==> config.mk <==
export PLATFORM = sky130hd
export DESIGN_NAME = mips_load_store_unit
export DESIGN_NICKNAME = d
export VERILOG_FILES = /design/src/rtl/mips_load_store_unit.sv
export SDC_FILE = /design/constraint.sdc
export NUM_CORES = 1
export LEC_CHECK = 0
export ABC_AREA = 1
export CORE_ASPECT_RATIO = 1.5
export CORE_MARGIN = 1
export CORE_UTILIZATION = 43
export CTS_CLUSTER_DIAMETER = 120
export DETAILED_ROUTE_END_ITERATION = 16
export PLACE_DENSITY = 0.86
export RECOVER_POWER = 100
export SLEW_MARGIN = 20
export SYNTH_ARGS = -nofsm -noshare
export SYNTH_HDL_FRONTEND = slang
export SYNTH_SLANG_ARGS = --single-unit
export TNS_END_PERCENT = 1
==> constraint.sdc <==
create_clock -name clk -period 2.2 [get_ports clk]
set_clock_uncertainty 0.15 [all_clocks]
set_input_delay 0.44 -clock clk [delete_from_list [all_inputs] [get_ports clk]]
set_output_delay 0.44 -clock clk [all_outputs]
set_load 0.1 [all_outputs]
==> src/rtl/mips_load_store_unit.sv <==
// Byte-addressed load/store front end for a word-addressed, synchronous-read data memory.
// Sub-word stores use read-modify-write. Loads return sign- or zero-extended data.
module mips_load_store_unit #(
   parameter bit BIG_ENDIAN = 1'b1
) (
   input  logic        clk,
   input  logic        rst_n,
   input  logic        req_valid,
   output logic        req_ready,
   input  logic        req_write,
   input  logic [1:0]  req_size,
   input  logic        req_unsigned,
   input  logic [31:0] req_addr,
   input  logic [31:0] req_wdata,
   output logic        resp_valid,
   output logic [31:0] resp_rdata,
   output logic        resp_err,
   output logic [31:0] mem_addr,
   output logic [31:0] mem_wdata,
   output logic        mem_read,
   output logic        mem_write,
   input  logic [31:0] mem_rdata,
   output logic [1:0]  dbg_state
);

   // Handshake: a request transfers on a posedge where req_valid && req_ready;
   // req_ready is high only in IDLE, and resp_valid is a single-cycle pulse.
   typedef enum logic [1:0] {S_IDLE = 2'd0, S_RD = 2'd1, S_CAP = 2'd2, S_WR = 2'd3} state_e;

   state_e      state_q, state_d;
   logic        resp_valid_q, resp_valid_d;
   logic        resp_err_q, resp_err_d;
   logic [31:0] resp_rdata_q, resp_rdata_d;
   logic [31:0] mem_wdata_q, mem_wdata_d;
   logic        wr_q, wr_d;
   logic [1:0]  size_q, size_d;
   logic        uns_q, uns_d;
   logic [31:0] addr_q, addr_d;
   logic [15:0] wdata_q, wdata_d;

   logic        req_err;
   logic [1:0]  byte_sel;
   logic        half_sel;
   logic [7:0]  rd_byte;
   logic [15:0] rd_half;
   logic [31:0] load_ext;
   logic [31:0] merged;

   assign req_err = (req_size == 2'b11) ||
                    (req_size == 2'b01 && req_addr[0]) ||
                    (req_size == 2'b10 && req_addr[1:0] != 2'b00);

   // Lane numbers counted from bit 0; big-endian puts offset 0 in the top lane.
   assign byte_sel = BIG_ENDIAN ? ~addr_q[1:0] : addr_q[1:0];
   assign half_sel = BIG_ENDIAN ? ~addr_q[1] : addr_q[1];
   assign rd_byte  = mem_rdata[{byte_sel, 3'b000} +: 8];
   assign rd_half  = mem_rdata[{half_sel, 4'b0000} +: 16];

   always_comb begin
      load_ext = mem_rdata;
      case (size_q)
         2'b00:   load_ext = {{24{~uns_q & rd_byte[7]}}, rd_byte};
         2'b01:   load_ext = {{16{~uns_q & rd_half[15]}}, rd_half};
         default: load_ext = mem_rdata;
      endcase
   end

   always_comb begin
      merged = mem_rdata;
      if (size_q == 2'b00) begin
         merged[{byte_sel, 3'b000} +: 8] = wdata_q[7:0];
      end else begin
         merged[{half_sel, 4'b0000} +: 16] = wdata_q;
      end
   end

   always_comb begin
      state_d      = state_q;
      resp_valid_d = 1'b0;
      resp_err_d   = 1'b0;
      resp_rdata_d = resp_rdata_q;
      mem_wdata_d  = mem_wdata_q;
      wr_d         = wr_q;
      size_d       = size_q;
      uns_d        = uns_q;
      addr_d       = addr_q;
      wdata_d      = wdata_q;
      case (state_q)
         S_IDLE: begin
            if (req_valid) begin
               wr_d    = req_write;
               size_d  = req_size;
               uns_d   = req_unsigned;
               addr_d  = req_addr;
               wdata_d = req_wdata[15:0];
               if (req_err) begin
                  resp_valid_d = 1'b1;
                  resp_err_d   = 1'b1;
                  resp_rdata_d = 32'h0;
               end else if (req_write && req_size == 2'b10) begin
                  mem_wdata_d = req_wdata;
                  state_d     = S_WR;
               end else begin
                  state_d = S_RD;
               end
            end
         end
         S_RD: state_d = S_CAP;
         S_CAP: begin
            if (wr_q) begin
               mem_wdata_d = merged;
               state_d     = S_WR;
            end else begin
               resp_rdata_d = load_ext;
               resp_valid_d = 1'b1;
               state_d      = S_IDLE;
            end
         end
         S_WR: begin
            resp_valid_d = 1'b1;
            resp_rdata_d = 32'h0;
            state_d      = S_IDLE;
         end
         default: state_d = S_IDLE;
      endcase
   end

   always_ff @(posedge clk) begin
      if (!rst_n) begin
         state_q      <= S_IDLE;
         resp_valid_q <= 1'b0;
         resp_err_q   <= 1'b0;
         resp_rdata_q <= 32'h0;
         mem_wdata_q  <= 32'h0;
         wr_q         <= 1'b0;
         size_q       <= 2'b00;
         uns_q        <= 1'b0;
         addr_q       <= 32'h0;
         wdata_q      <= 16'h0;
      end else begin
         state_q      <= state_d;
         resp_valid_q <= resp_valid_d;
         resp_err_q   <= resp_err_d;
         resp_rdata_q <= resp_rdata_d;
         mem_wdata_q  <= mem_wdata_d;
         wr_q         <= wr_d;
         size_q       <= size_d;
         uns_q        <= uns_d;
         addr_q       <= addr_d;
         wdata_q      <= wdata_d;
      end
   end

   // Strobes are gated by rst_n so a reset edge never commits a memory access.
   assign mem_read   = rst_n && (state_q == S_RD);
   assign mem_write  = rst_n && (state_q == S_WR);
   assign mem_addr   = {2'b00, addr_q[31:2]};
   assign mem_wdata  = mem_wdata_q;
   assign req_ready  = (state_q == S_IDLE);
   assign resp_valid = resp_valid_q;
   assign resp_err   = resp_err_q;
   assign resp_rdata = resp_rdata_q;
   assign dbg_state  = state_q;

endmodule

==> Yosys cells after proc, flatten, opt, wreduce, memory -nomap -nowiden <==
Cells that the tools add are included.
{ "totals": {"reg_bits": 120, "input_bits": 103, "out_inout_bits": 103, "word_cells": 75} }
{ "op_classes": {"add_sub_neg": 2, "eq_ne": 13, "shifts": 6, "n_mux": 22, "bitwise": 5, "reduce_logical": 17} }
{ "op_table": {"columns": ["op", "count"], "rows": [
  ["32-bit 2-to-1 mux", 8],
  ["32-bit one-hot mux with 2 select lines", 2],
  ["32-bit one-hot mux with 3 select lines", 1],
  ["32-bit bitwise mux", 2],
  ["16-bit by 7-bit variable shift with 32-bit output (first input constant)", 1],
  ["8-bit by 7-bit variable shift with 32-bit output (first input constant)", 1],
  ["16-bit by 7-bit indexed part select with 32-bit output", 1],
  ["32-bit by 6-bit indexed part select with 16-bit output", 1],
  ["32-bit by 6-bit indexed part select with 8-bit output", 1],
  ["8-bit by 7-bit indexed part select with 32-bit output", 1],
  ["5-bit negation with 7-bit output", 2],
  ["2-bit == test (second input constant)", 4],
  ["2-bit 2-to-1 mux", 4],
  ["2-bit != test (second input constant)", 4],
  ["2-bit one-hot mux with 4 select lines", 1],
  ["2-bit by 1-bit == test with 1-bit output (second input constant)", 3],
  ["2-bit AND reduction", 3],
  ["1-bit logical AND", 5],
  ["5-bit AND reduction", 1],
  ["2-bit logical NOT", 2],
  ["2-bit by 1-bit != test with 1-bit output (second input constant)", 2],
  ["4-bit AND reduction", 1],
  ["2-bit nonzero test", 2],
  ["1-bit 2-to-1 mux", 3],
  ["6 further kinds", 9]
]} }

==> Depth between registers and ports, before layout <==
Gate-level depths: netlist of run 1.
{ "depth": {"word_depth": 7, "ltp_mapped": 12} }

==> Least setup slack after synthesis of run 1 <==
Ideal clock, no wire load.
{ "synth_timing": {"path_kind": "register to output", "startpoint": "register state_q[0], in the netlist dbg_state[0]", "endpoint": "output port mem_read", "arrival_time_ns": 3.327, "setup_slack_ns": -1.717, "stages_incl_launch_ff": 3, "path_buffers": 0, "cell_sequence": "dfxtp_1 inv_1 nor3_1"} }
{ "synth_between": {"elab_chain_len": 2} }
{ "synth_rtl": {"columns": ["element", "line_no", "source"], "rows": [
  ["from (decl)", "30", "state_e state_q, state_d;"],
  ["from (signal assigned)", "141", "state_q <= state_d;"],
  ["2-bit by 1-bit == test with 1-bit output", "155", "assign mem_read = rst_n && (state_q == S_RD);"],
  ["1-bit logical AND", "155", null],
  ["to (decl)", "20", "output logic mem_read,"]
]} }
No other way between the ends.

==> Worst setup path in the final report of run 1 <==
{ "layout_timing": {"startpoint": "register state_q[0], in the netlist dbg_state[0]", "endpoint": "output port req_ready"} }
{ "layout_between": {"elab_chain_len": 1} }
{ "layout_rtl": {"columns": ["element", "line_no", "source"], "rows": [
  ["2-bit logical NOT", "159", "assign req_ready = (state_q == S_IDLE);"],
  ["to (decl)", "9", "output logic req_ready,"]
]} }
No other way between the ends.

==> results.md, run 1 <==
* RSZ-0062 raised after global routing: no
* Die width at 102 um
* Slew headroom at 61.4%
* Post CTS Setup Buffer Count at 0
* Worst hold margin at 0.311 ns
* Vias in the first global route at 6313
* Largest net degree at the start of global routing at 85
* WHS Endpoint: resp_rdata[4]
* Final worst-path cycle share at 95.5%
* Fin. Hold Viols at 0
* Grt ovf at 0
* Yosys warnings at 0
* Commonest cells in the netlist: nand2_1 (178), nor2_1 (159), o21ai_0 (129), dfxtp_1 (120), a21oi_1 (101)
* Hpwl dp at 15200 um
* Max Cap Violations at 0
* Status: completed
* Seq/Total Area, Yosys at 37.1%
* Leakage power at 3.59 nW
* Reg power frac at 32.4%
* Comb pwr share at 31.5%
* Placed Area at 8300 um^2
* Synth area leaders: dfxtp_1 (37%), nand2_1 (10%), o21ai_0 (10%)
* Initial Util at 44.4%
* Switching share of power at 37.7%
* Avg Vias per Cell at 5.35
* CTS sink cnt at 120
* Synth top area share at 37.1%
* Slew Limit Fails at 0
* Reg-to-reg setup timing slack at 0.25 ns
* Mapped cell area at 6470 um^2
* Clk buf depth at 2
* Post-Route WL at 21300 um
* Min-Delay Path Class: reg -> reg
* Cell taking the most area after synthesis: dfxtp_1
* Syn-to-layout area delta at 32.7%
* Reg-to-Reg End: mem_wdata[21]
* Async set-reset flop share out of synthesis at 0%
* Finished Core Util at 58.9%
* PortBufs at 203
* Die H at 152 um
* Max Clk Rate at 476 MHz
* H-tree depth at 4
* First drt pass iteration count at 5
* CTS Buf Count at 17
* Worst Path Required at 1.61 ns
* Final Critical Period at 2.10 ns
* EDFF count, synth at 0
* Final setup vio count at 0
* Layout cells sized above 1 at 15.8%
* Final instance area at 8590 um^2
* Most common cell in the synthesized netlist: nand2_1
* DR iter-0 viols at 732
* CTS tree: built
* Nets@finish at 1236
* Root Buffer: clkbuf_16
* GRT Util Overall at 27.5%
* Placer Congestion at 0.992
* DRC viols at 0
* Maximum vdd ir drop at 0.000537 V
* Pwr Density at 885 nW/um^2
* Reg2reg path depth at 10
* Syn Area/Cell at 6.64 um^2
* First-pass GRT wire length at 33100 um
* Worst skew pair latency at 0.41 ns
* Vias at 7149
* Synthesized instance count at 975
* Core Box Area at 14600 um^2
* Drt wl/cell at 16.0 um
* Die area at 15600 um^2
* Least-Margin Pin Slew at 0.582 ns
* Hold depth at 2
* # IOs at 206
* Main synth FF type: dfxtp_1
* Post-CTS Hold Buffers at 0
* Synth unique cells at 34
* Cell Int Power at 4.74 mW
* Critical Path Sink Type: output port
* # diodes at 0
* Worst Setup SP: dbg_state[0]
* Reg2reg start: addr_q[1]
* Clock Power Share at 36.2%
* Sw Pwr at 2.86 mW
* Hold_sp: resp_rdata[4]
* CTS resizes at 0
* Num rows at 54
* Initial antenna violation count at 0
* Critical path arrival at 1.51 ns
* Worst Path Max Fanout at 5
* Clock slew at reported path FFs at 0.05 ns
* Power, Total at 7.60 mW
* Type of origin of the critical path: register
* #FFs+latches synth at 120
* Setup Crit Path Kind: reg -> out
* Routed Antenna Nets at 0
-- kinds of logic (layout without fill, tap and decap cells) --
group	after synthesis	after routing	synth area share, %
simple gates	415	415	26.7
compound gates	290	290	23.9
buf+inv	144	309	11.3
flops	120	120	37.1
fa+ha+maj	5	5	0.966
other cells	1	2	0.0579
-- placed cells by master, fill, tap and decap left out, types with 5 or more instances in the layout --
master           synthesis  final
o22ai_1                 16     16
clkbuf_16                0     18
inv_1                   34     36
nand3_1                 44     43
ha_1                     5      5
nor2_1                 159    160
clkbuf_2                 0     99
o211ai_1                21     21
dfxtp_1                120    119
buf_12                   0      5
nand4_1                 16     16
a21o_1                   7      7
clkbuf_1                43      6
clkdlybuf4s50_1          0    100
o21ai_1                 13     13
a21oi_1                101    101
clkinv_2                 0      5
buf_4                   33     25
nand2_1                178    178
o21ai_0                129    129
-- critical path, stage by stage (launching register included) --
cell,delay (ns)
dfxtp_1,0.37
nor2_1,0.30
clkbuf_4,0.42
-- how the worst max path moves through the flow --
| stage | endpoint | slack (ns) | depth (start not counted) |
|---|---|---|---|
| 2_1_floorplan | mem_wdata[23] | -0.02 | 12 |
| 6_report | req_ready | 0.1 | 2 |
| 3_3_place_gp | mem_wdata[3] | 0.09 | 10 |
| 4_1_cts | mem_wdata[21] | 0.18 | 10 |
| 3_5_place_dp | mem_wdata[0] | 0.01 | 10 |
| 5_1_grt | req_ready | 0.05 | 2 |
-- sequential cells by signal, indices dropped and copies added, names as in the netlist --
| signal | cells |
|---|---|
| addr_q | 32 |
| dbg_state | 2 |
| mem_wdata | 32 |
| resp_err | 1 |
| resp_rdata | 32 |
| resp_valid | 1 |
| size_q | 2 |
| uns_q | 1 |
| wdata_q | 16 |
| wr_q | 1 |
-- per-layer routing --
metal	global-route usage [%]	up-vias	wire [um]
li1	-	3539	-
met1	34.7	3226	8550
met2	44.5	328	10500
met3	4.91	56	1470
met4	13.6	0	824
met5	0	-	0
-- power by group through the flow --
| stage | Sequential, mW | Clock [mW] | Combinational [mW] |
|---|---|---|---|
| 3_5_place_dp | 2.50 | 0 | 2.45 |
| 6_report | 2.46 | 2.75 | 2.39 |
| 2_1_floorplan | 2.87 | 0 | 1.48 |
| 3_3_place_gp | 2.50 | 0 | 2.42 |
| 5_1_grt | 2.48 | 2.90 | 2.55 |
| 4_1_cts | 2.46 | 2.77 | 2.47 |
-- cell type report --
| cell class | instances | area, um^2 |
|---|---|---|
| Clock inverter | 8 | 92.6 |
| Clock buffer | 24 | 493 |
| Timing Repair Buffer | 236 | 1830 |
| Multi-Input combinational cell | 712 | 3370 |
| Inverter | 41 | 156 |
| Sequential cell | 120 | 2410 |
| Tap cell | 196 | 245 |
| Fill cell | 1436 | 6000 |
-- per-stage QoR --
stage	TNS (ns)	worst slack, ns	std cells
after floorplan	-0.118	-0.0224	976
after global placement	0	0.0856	1305
after detailed placement	0	0.0104	1305
after CTS	0	0.184	1337
after global routing	0	0.0515	1337
final	0	0.0990	1337
Note: power is estimated with default switching activity, not from simulation.
==> inputs of run 2 (changes only) <==
--- a/config.mk
+++ b/config.mk
@@ -8,10 +8,13 @@
 export ABC_AREA = 1
 export CORE_ASPECT_RATIO = 1.5
 export CORE_MARGIN = 1
-export CORE_UTILIZATION = 43
+export CORE_UTILIZATION = 44
+export CTS_BUF_LIST = sky130_fd_sc_hd__clkbuf_2
 export CTS_CLUSTER_DIAMETER = 120
 export DETAILED_ROUTE_END_ITERATION = 16
-export PLACE_DENSITY = 0.86
+export GPL_ROUTABILITY_DRIVEN = 0
+export MAX_ROUTING_LAYER = met4
+export PLACE_DENSITY = 0.88
 export RECOVER_POWER = 100
 export SLEW_MARGIN = 20
 export SYNTH_ARGS = -nofsm -noshare
==> run 2 against run 1 <==
Combinational power increased by 4%. Clock power down 49%. Sequential power is essentially flat. Sequential share of layout area is 0.18 points higher. Power is 17% lower. Sequential cell count unchanged. Register-to-register slack got worse by 0.15 ns. Critical path depth is 1 higher. Design area shrank 0.44%. Largest cell class unchanged. First-iteration DRC count up 23%. Worst hold slack got worse by 0.075 ns.
==> results.md, run 2 (synthesized netlist as in run 1, its figures left out) <==
* Core Box Area at 14200 um^2 (-2.8%)
* CTS Buf Count at 17 (unchanged)
* Final setup vio count at 0 (unchanged)
* Final instance area at 8550 um^2 (-0.44%)
* Num rows at 53 (-1.9%)
* Critical path arrival at 1.55 ns (+0.04 ns)
* Slew Limit Fails at 0 (unchanged)
* PortBufs at 203 (unchanged)
* H-tree depth at 4 (unchanged)
* Type of origin of the critical path: register
* Most common cell after layout, fill and taps aside: nand2_1
* Placed Area at 8290 um^2 (about the same)
* Max Clk Rate at 467 MHz (-1.8%)
* Final setup TNS at 0 ns (unchanged)
* First drt pass iteration count at 7 (+2)
* Die H at 151 um (-1.1%)
* Final worst-path cycle share at 97.3% (+1.8 points)
* Worst skew pair latency at 0.67 ns (+0.26 ns)
* Least-Margin Pin Slew at 0.706 ns (+0.124 ns)
* Post-CTS Hold Buffers at 0 (unchanged)
* Max Cap Violations at 0 (unchanged)
* Largest net degree at the start of global routing at 85 (unchanged)
* Routed Antenna Nets at 0 (unchanged)
* Drt wl/cell at 15.1 um (-5.7%)
* Min-Delay Path Class: in -> reg
* Fillcell total at 1324 (-7.8%)
* DR iter-0 viols at 904 (+23%)
* Reg2reg start: dbg_state[0]
* # IOs at 206 (unchanged)
* Worst Path Required at 1.61 ns (about the same)
* Final Critical Period at 2.14 ns (+0.0391 ns)
* Worst path top cell family by delay: flip-flops
* Multi-input gate area at 3370 um^2 (+0.15%)
* Hpwl dp at 14700 um (-3.3%)
* Post-Route WL at 20100 um (-5.6%)
* GRT Util Overall at 27.1% (-0.45 points)
* Layout cells sized above 1 at 16.1% (+0.32 points)
* Slew headroom at 53.0% (-8.4 points)
* Leakage power at 3.55 nW (-1.1%)
* Status: completed
* Grt ovf at 0 (unchanged)
* Initial Util at 45.6% (+1.3 points)
* Initial antenna violation count at 3 (+3)
* Nets@finish at 1239 (+0.24%)
* Crit path buf inv count at 2 (+1)
* Worst hold margin at 0.236 ns (-0.0748 ns)
* Worst Setup SP: dbg_state[0]
* RSZ-0062 raised after global routing: yes
* Final WS setup at 0.0600 ns (-0.0391 ns)
* Worst Path Max Fanout at 3 (-2)
* Hold_sp: req_addr[7]
* Die width at 101 um (-1.1%)
* Vias at 7210 (+0.85%)
* Most frequent cells in the layout: nand2_1 (179), nor2_1 (159), o21ai_0 (129)
* Setup WS pre-CTS at 0.0432 ns (+0.0328 ns)
* Critical Path Sink Type: output port
* First-pass GRT wire length at 31200 um (-5.5%)
* Fin. Hold Viols at 0 (unchanged)
* Die area at 15200 um^2 (-2.2%)
* Vias in the first global route at 6239 (-1.2%)
* Syn-to-layout area delta at 32.1%
* Largest stage delay, worst path at 0.38 ns (-0.04 ns)
* Clock slew at reported path FFs at 0.18 ns (+0.13 ns)
* Setup Crit Path Kind: reg -> out
* Slowest-stage cell, CP: dfxtp_4
* Clk buf depth at 2 (unchanged)
* Sequential cell area at 2410 um^2 (+0.21%)
* Root Buffer: clkbuf_2
* Maximum vdd ir drop at 0.000457 V (-15%)
* CTS tree: built
* CTS sink cnt at 120 (unchanged)
* Avg Vias per Cell at 5.39 (+0.78%)
* Pwr Density at 741 nW/um^2 (-16%)
* CP cell instances: inv_1 -> nor3_4 -> buf_12
* DRC viols at 0 (unchanged)
run 2: worst min-delay path, cell delays in order:
cell             delay (ns)
clkdlybuf4s50_1        0.39
o21ai_0                0.15
nor2_1                 0.05
run 2: worst paths after layout:
path,endpoint,slack [ns],cells past startpoint
worst max register to register,addr_q[0],0.10,7
worst min-delay path,addr_q[7],0.24,3
worst min register to register,resp_rdata[0],0.32,2
worst max-delay path,mem_read,0.06,3
run 2: report_power, final:
group / switching, mW / internal [mW] / total [mW] / leakage, nW
combinational: 1.76 / 0.716 / 2.48 / 2.43
sequential: 0.120 / 2.33 / 2.46 / 0.984
clock: 0.813 / 0.594 / 1.41 / 0.136
total: 2.69 / 3.65 / 6.34 / 3.55
run 2: through the flow:
stage / utilization, % / power, mW / cells
6_report: 60.3 / 6.34 / 1338
4_1_cts: 60.1 / 6.36 / 1333
2_1_floorplan: - / 4.35 / 976
3_5_place_dp: 58.4 / 4.95 / 1301
3_3_place_gp: 58.4 / 4.92 / 1301
5_1_grt: 60.3 / 6.65 / 1338
run 2: metal layers:
layer / vias to the layer above / global-route usage [%] / share of wire (%)
li1: 3543 / - / -
met1: 3204 / 32.4 / 39
met2: 393 / 43.0 / 49
met3: 70 / 4.13 / 7.4
met4: 0 / 15.6 / 5.1
met5: - / - / 0
run 2: cell type report:
cell class	count	area share, %
inverter	41	1.86
clock buffer	17	0.995
timing repair buffer	239	25.0
clock inverter	14	1.62
sequential	120	28.2
antenna	3	0.0878
tap	192	2.81
multi-input combinational	712	39.4
run 2: what timing repair did:
action                     CTS  global route
pin swaps                    2             3
resized for setup            0             3
setup endpoints to repair    2            29
buffers inserted             1             2
